[src/rtl/serializer_pkg.sv]
// rtl/serializer_pkg.sv - shared shifter state type and sizing helpers for serializer_lanes
package serializer_pkg;

    typedef enum logic {
        IDLE  = 1'b0,
        SHIFT = 1'b1
    } shift_state_e;

    // Number of data beats needed to carry one word.
    function automatic int beats(input int width, input int lanes);
        return width / lanes;
    endfunction

    // Beat counter width; never narrower than one bit, even for a single-beat word.
    function automatic int cnt_w(input int nb);
        return (nb <= 1) ? 1 : $clog2(nb);
    endfunction

endpackage

[src/rtl/serializer_lanes_if.sv]
// rtl/serializer_lanes_if.sv - word-in / beat-out handshake bundle for serializer_lanes
interface serializer_lanes_if #(
    parameter int WIDTH = 16,
    parameter int LANES = 1
);
    logic [WIDTH-1:0] data_i;
    logic             valid_i;
    logic             ready_o;
    logic [LANES-1:0] data_o;
    logic             valid_o;
    logic             frame_o;
    logic             last_o;

    modport master (
        output data_i,
        output valid_i,
        input  ready_o,
        input  data_o,
        input  valid_o,
        input  frame_o,
        input  last_o
    );

    modport slave (
        input  data_i,
        input  valid_i,
        output ready_o,
        output data_o,
        output valid_o,
        output frame_o,
        output last_o
    );
endinterface

[src/rtl/serializer_shift.sv]
// rtl/serializer_shift.sv - shift register, beat counter and registered beat outputs; SERIALIZER_PARITY_EN appends a per-lane parity beat
module serializer_shift
    import serializer_pkg::*;
#(
    parameter int WIDTH     = 16,
    parameter int LANES     = 1,
    parameter int MSB_FIRST = 1
) (
    input  logic             clk,
    input  logic             reset,
    input  logic             load,
    input  logic [WIDTH-1:0] load_data,
    output logic             idle,
    output logic             final_beat,
    output logic [LANES-1:0] data_o,
    output logic             valid_o,
    output logic             frame_o,
    output logic             last_o
);

    localparam int BEATS = beats(WIDTH, LANES);
`ifdef SERIALIZER_PARITY_EN
    localparam int NB = BEATS + 1;
`else
    localparam int NB = BEATS;
`endif
    localparam int CW = cnt_w(NB);
    localparam logic [CW-1:0] CNT_LAST = CW'(NB - 1);
`ifdef SERIALIZER_PARITY_EN
    localparam logic [CW-1:0] DATA_LAST = CW'(BEATS - 1);
`endif

    shift_state_e     state, state_n;
    logic [CW-1:0]    cnt, cnt_n;
    logic [WIDTH-1:0] sreg, sreg_n;
    logic [LANES-1:0] data_n;
    logic             valid_n, frame_n, last_n;
`ifdef SERIALIZER_PARITY_EN
    logic [LANES-1:0] par, par_n;
`endif

    // Beat that leaves the word first, given the configured order.
    function automatic logic [LANES-1:0] head(input logic [WIDTH-1:0] w);
        if (MSB_FIRST != 0) begin
            return w[WIDTH-1 -: LANES];
        end else begin
            return w[LANES-1:0];
        end
    endfunction

    // Drop the beat just taken so the next one sits at the head.
    function automatic logic [WIDTH-1:0] advance(input logic [WIDTH-1:0] w);
        if (MSB_FIRST != 0) begin
            return w << LANES;
        end else begin
            return w >> LANES;
        end
    endfunction

    assign idle       = (state == IDLE);
    assign final_beat = (state == SHIFT) && (cnt == CNT_LAST);

    // Next beat selection: a fresh load, the next beat of the current word, or going idle.
    always_comb begin
        state_n = state;
        cnt_n   = cnt;
        sreg_n  = sreg;
        data_n  = data_o;
`ifdef SERIALIZER_PARITY_EN
        par_n   = par;
`endif
        if (load) begin
            state_n = SHIFT;
            cnt_n   = '0;
            data_n  = head(load_data);
            sreg_n  = advance(load_data);
`ifdef SERIALIZER_PARITY_EN
            par_n   = head(load_data);
`endif
        end else if ((state == SHIFT) && (cnt != CNT_LAST)) begin
            cnt_n = cnt + CW'(1);
`ifdef SERIALIZER_PARITY_EN
            if (cnt == DATA_LAST) begin
                data_n = par;
            end else begin
                data_n = head(sreg);
                sreg_n = advance(sreg);
                par_n  = par ^ head(sreg);
            end
`else
            data_n = head(sreg);
            sreg_n = advance(sreg);
`endif
        end else begin
            state_n = IDLE;
            cnt_n   = '0;
            data_n  = '0;
        end
        valid_n = (state_n == SHIFT);
        frame_n = (state_n == SHIFT) && (cnt_n == '0);
        last_n  = (state_n == SHIFT) && (cnt_n == CNT_LAST);
    end

    // State, counter, shift data and beat outputs all update together on the clock.
    always_ff @(posedge clk) begin
        if (reset) begin
            state   <= IDLE;
            cnt     <= '0;
            sreg    <= '0;
            data_o  <= '0;
            valid_o <= 1'b0;
            frame_o <= 1'b0;
            last_o  <= 1'b0;
`ifdef SERIALIZER_PARITY_EN
            par     <= '0;
`endif
        end else begin
            state   <= state_n;
            cnt     <= cnt_n;
            sreg    <= sreg_n;
            data_o  <= data_n;
            valid_o <= valid_n;
            frame_o <= frame_n;
            last_o  <= last_n;
`ifdef SERIALIZER_PARITY_EN
            par     <= par_n;
`endif
        end
    end

endmodule

[src/rtl/serializer_lanes.sv]
// rtl/serializer_lanes.sv - parallel-to-serial lane converter top: hold register, handshake, bypass; SERIALIZER_PARITY_EN adds parity beat
module serializer_lanes
    import serializer_pkg::*;
#(
    parameter int WIDTH     = 16,
    parameter int LANES     = 1,
    parameter int MSB_FIRST = 1
) (
    input  logic               clk,
    input  logic               reset,
    serializer_lanes_if.slave  bus
);

    if ((WIDTH % LANES) != 0) begin : g_bad_width
        $error("serializer_lanes: WIDTH must be a multiple of LANES");
    end

    logic [WIDTH-1:0] hold;
    logic             hold_valid;
    logic             accept;
    logic             bypass;
    logic             to_hold;
    logic             hold_to_shift;
    logic             load;
    logic [WIDTH-1:0] load_data;
    logic             idle;
    logic             final_beat;

    // A full hold register is the only thing that stalls the source.
    assign bus.ready_o = !hold_valid && !reset;

    // Route an accepted word straight into the shifter when it is free next cycle, else park it.
    always_comb begin
        accept        = bus.valid_i && bus.ready_o;
        bypass        = accept && (idle || final_beat);
        to_hold       = accept && !bypass;
        hold_to_shift = final_beat && hold_valid;
        load          = bypass || hold_to_shift;
        load_data     = hold_valid ? hold : bus.data_i;
    end

    // Hold register fills when the shifter is busy and drains on the shifter's final beat.
    always_ff @(posedge clk) begin
        if (reset) begin
            hold       <= '0;
            hold_valid <= 1'b0;
        end else if (to_hold) begin
            hold       <= bus.data_i;
            hold_valid <= 1'b1;
        end else if (hold_to_shift) begin
            hold_valid <= 1'b0;
        end
    end

    serializer_shift #(
        .WIDTH     (WIDTH),
        .LANES     (LANES),
        .MSB_FIRST (MSB_FIRST)
    ) u_shift (
        .clk        (clk),
        .reset      (reset),
        .load       (load),
        .load_data  (load_data),
        .idle       (idle),
        .final_beat (final_beat),
        .data_o     (bus.data_o),
        .valid_o    (bus.valid_o),
        .frame_o    (bus.frame_o),
        .last_o     (bus.last_o)
    );

endmodule

[src/flat_wrapper.sv]
// flat-port wrapper written by rule: the top's interface ports become plain ports
module serializer_lanes_flat import serializer_pkg::*;
#(
    parameter int WIDTH     = 16,
    parameter int LANES     = 1,
    parameter int MSB_FIRST = 1
)
  (clk, reset, bus_data_i, bus_valid_i, bus_ready_o, bus_data_o, bus_valid_o, bus_frame_o, bus_last_o);
  serializer_lanes_if #(.WIDTH(WIDTH), .LANES(LANES)) bus_i ();
  input  logic clk;
  input  logic reset;
  input wire logic [$bits(bus_i.data_i)-1:0] bus_data_i;
  input wire logic [$bits(bus_i.valid_i)-1:0] bus_valid_i;
  output wire logic [$bits(bus_i.ready_o)-1:0] bus_ready_o;
  output wire logic [$bits(bus_i.data_o)-1:0] bus_data_o;
  output wire logic [$bits(bus_i.valid_o)-1:0] bus_valid_o;
  output wire logic [$bits(bus_i.frame_o)-1:0] bus_frame_o;
  output wire logic [$bits(bus_i.last_o)-1:0] bus_last_o;
  assign bus_i.data_i = bus_data_i;
  assign bus_i.valid_i = bus_valid_i;
  assign bus_ready_o = bus_i.ready_o;
  assign bus_data_o = bus_i.data_o;
  assign bus_valid_o = bus_i.valid_o;
  assign bus_frame_o = bus_i.frame_o;
  assign bus_last_o = bus_i.last_o;
  serializer_lanes #(.WIDTH(WIDTH), .LANES(LANES), .MSB_FIRST(MSB_FIRST)) u_core (.clk(clk), .reset(reset), .bus(bus_i));
endmodule
[config.mk]
export PLATFORM = sky130hd
export DESIGN_NAME = serializer_lanes_flat
export DESIGN_NICKNAME = d
export VERILOG_FILES = /design/src/rtl/serializer_pkg.sv /design/src/rtl/serializer_lanes_if.sv /design/src/rtl/serializer_shift.sv /design/src/rtl/serializer_lanes.sv /design/src/flat_wrapper.sv
export SDC_FILE = /design/constraint.sdc
export NUM_CORES = 1
export LEC_CHECK = 0
export CAP_MARGIN = 10
export CORE_ASPECT_RATIO = 1.5
export CORE_MARGIN = 2
export CORE_UTILIZATION = 60
export DETAILED_ROUTE_END_ITERATION = 8
export PLACE_DENSITY = 0.84
export RECOVER_POWER = 100
export SYNTH_ARGS = -nofsm -noshare
export SYNTH_HDL_FRONTEND = slang
export SYNTH_SLANG_ARGS = --single-unit
[constraint.sdc]
create_clock -name clk -period 3.3 [get_ports clk]
set_clock_uncertainty 0.1 [all_clocks]
set_input_delay 0.495 -clock clk [delete_from_list [all_inputs] [get_ports clk]]
set_output_delay 0.495 -clock clk [all_outputs]
set_load 0.1 [all_outputs]
==> metrics.md <==
| Metric | Value |
|---|---|
| Post-synthesis register bit count | 40 |
| Async SR Flop Fraction | 0 |
| CTS H-tree depth | 2 |
| Maximum net fanout on the critical path | 20 |
| Fin crit share | 0.843 |
| Synthesized area | 2330 um2 |
| Mapped Cells | 239 |
| Post CTS Setup Buffer Count | 0 |
| Critical Path, Cell by Cell | dlygate4sd3_1, or3b_1, o31ai_1, a21oi_1 |
| Chip height | ~80 um |
| Initial DRC Count | 80 |
| Hold Path Class | register to register |
| Max clock buf depth | 2 |
| Final Hold Viols | 0 |
| Post-synth EDFFs | 0 |
| Worst r2r src | u_core.u_shift.state$_SDFF_PP0_ |
| FF/Latch Area | ~800 um2 |
| CTS tree | done |
| Max incr delay on CP | roughly 0.9 ns |
| Initial antenna violation count | 0 |
| HPWL after DPL | 3520 um |
| Total power draw | 1120 uW |
| RSZ-0062 raised after global routing | false |
| CP max-delay cell | dlygate4sd3_1 |
| Synth Area per Inst | slightly below 10 um2 |
| Worst setup EP type | register |
| Clock-pin transition on the worst setup and hold timing paths | roughly 0.070 ns |
| Vias | between 1500 and 2000 |
| Via-to-Cell Ratio | slightly below 7 |
| Final setup vio count | 0 |
| Fill cell count | 291 |
| Rows | 27 |
| Routability cong. | just under 0.8 |
| Area of the multi-input gates | around 1300 um2 |
| Synth area leaders | dfxtp_1 (34%), o31ai_2 (8.6%), mux2i_1 (6.4%) |
| Worst slew pin tran | approximately 1.5 ns |
| Drt pass-1 iters | 4 |
| Arr. time, crit path | 2.84 ns |
| CP Launch Type | primary input |
| P&R area growth vs syn | 9.94% |
| YS warnings | 0 |
| Io pins | 24 |
| Setup TNS | 0 ns |
| Antenna Cells | 0 |
| Max-slew headroom | 0.0253 |
| Primary FF master, synth | dfxtp_1 |
| Most common cell in the netlist | dfxtp_1 |
| Clock insertion delay at the later pin of the skew report | roughly 0.3 ns |
| Die X-Extent | approximately 55 um |
| HP Start | u_core.hold[0]$_SDFFE_PP0P_ |
| DRC | 0 |
| Yosys top cell by area | dfxtp_1 |
| Worst setup path class | primary input to register |
| Nets | 270 |
| Smallest setup slack after layout | 0.519 ns |
| Overall Global Routing Usage | 0.288 |
| Drt total wl | about 5600 um |
| R2R setup slack | ~0.55 ns |
| Layout cell share with drive strength beyond 1 | 0.148 |
| Post-synthesis cell type count | 38 |
| Total congestion overflow | 0 |
| Initial core utilization | 0.633 |
| Crit path time final | around 2.8 ns |
| Hold buffers post-CTS | 0 |
| PortBufs | 23 |
| Post-synth top cells | dfxtp_1 (40), a21oi_1 (18), nand2_1 (17) |
| Post_cts resized | 0 |
| Highest clock rate | approximately 0.36 GHz |
| WP data required | roughly 3.4 ns |
| Max VDD drop | ~0.00040 V |
| Post-synthesis sequential area ratio | 0.344 |
| Clock root buffer | clkbuf_8 |
| Yosys top cell area share | 0.344 |
| Post-detailed-route count of antenna-violating nets | 0 |
| Largest net degree at the start of global routing | 28 |
| Clock Sinks | 40 |
| Final-report max-slew violation count | 0 |
| Leakage | slightly below 0.0009 uW |
| Num CTS Buffers | 5 |
| Status | finished, final reports clean |
| Syn nets | 259 |
| Die area | roughly 4400 um2 |
| Number of global-route vias before repair | slightly below 2000 |
| Max cap viols | 0 |
| Pre-CTS setup slack | between 0.6 and 0.7 ns |
| First-pass GRT wire length | roughly 9200 um |
| CP startpoint | bus_valid_i |
| Core area | 3680 um2 |
| WL/cell | between 15 and 20 um |
| Pwr/cell area | 436 nW/um2 |
critical path: cells and delay by family:
kind | cells | cell delay (ns)
AOI/OAI and AO/OA | 2 | 0.58
and+or+nand+nor | 1 | 0.83
buffers and inverters | 1 | 0.92
power breakdown:
part	leakage (uW)	total, uW	internal, uW	switching, uW
Combinational	0.000511	256	102	154
Sequential	0.000326	547	512	35.1
Clock	0.0000410	313	144	169
Total	0.000878	1120	758	358
final cells by class:
type | count | share of cell area
multi-input combinational | 169 | 0.516
sequential | 40 | 0.313
timing repair buffer | 31 | 0.115
clock buffer | 6 | 0.0283
tap | 43 | 0.0210
inverter | 3 | 0.00440
clock inverter | 1 | 0.00195
kinds of logic after synthesis:
logic type | synth area share
adder cells (fa/ha/maj) | 0.00537
buffers and inverters | 0.0789
AO/OA/AOI/OAI | 0.287
flip-flops | 0.344
multiplexers | 0.0644
AND/OR/NAND/NOR | 0.217
XOR/XNOR | 0.00376
per-layer routing:
metal	vias to the layer above	part of all wire	GRT usage
met5	-	0	0
met4	0	0.026	0.158
met3	17	0.065	0.0576
met2	74	0.51	0.452
met1	958	0.40	0.356
li1	931	-	-
per-stage QoR:
stage,cells,util,hold slack (ns),area [um2]
global placement,286,0.685,0.356,2520
floorplan,239,-,0.349,2330
finish,293,0.696,0.370,2560
CTS,293,0.706,0.375,2600
detailed placement,286,0.685,0.364,2520
global route,293,0.696,0.390,2560
state kept, by name (all words and copies together), names as in the netlist:
name,flops
u_core.u_shift.last_o,1
u_core.u_shift.sreg,15
u_core.hold,16
u_core.u_shift.data_o,1
u_core.u_shift.frame_o,1
u_core.u_shift.cnt,4
u_core.u_shift.state,1
u_core.hold_valid,1
final timing paths:
path | endpoint | cells past startpoint
worst max-delay path | u_core.hold[10]$_SDFFE_PP0P_ | 4
worst min-delay path | u_core.hold[0]$_SDFFE_PP0P_ | 2
worst max register to register | u_core.u_shift.sreg[14]$_SDFFE_PP0P_ | 4
worst min register to register | u_core.hold[0]$_SDFFE_PP0P_ | 2
placed cells by master, fill, tap and decap left out, types with 2 or more instances in the layout:
cell type / count
dfxtp_1: 40
a21oi_1: 18
nand2_1: 17
nand4_1: 16
a211oi_1: 16
clkdlybuf4s50_1: 16
o31ai_2: 15
mux2i_1: 15
and3b_1: 14
and2_0: 9
o32ai_1: 7
o32ai_2: 7
and2_1: 6
clkbuf_8: 5
clkbuf_1: 5
dlygate4sd3_1: 5
buf_4: 4
inv_1: 3
nor3_1: 3
nor2_1: 2
nand3_1: 2
and3_1: 2
nand2b_1: 2
nor2b_1: 2
o211ai_1: 2
buf_12: 2
No activity file was read; power rests on OpenSTA's default activity.
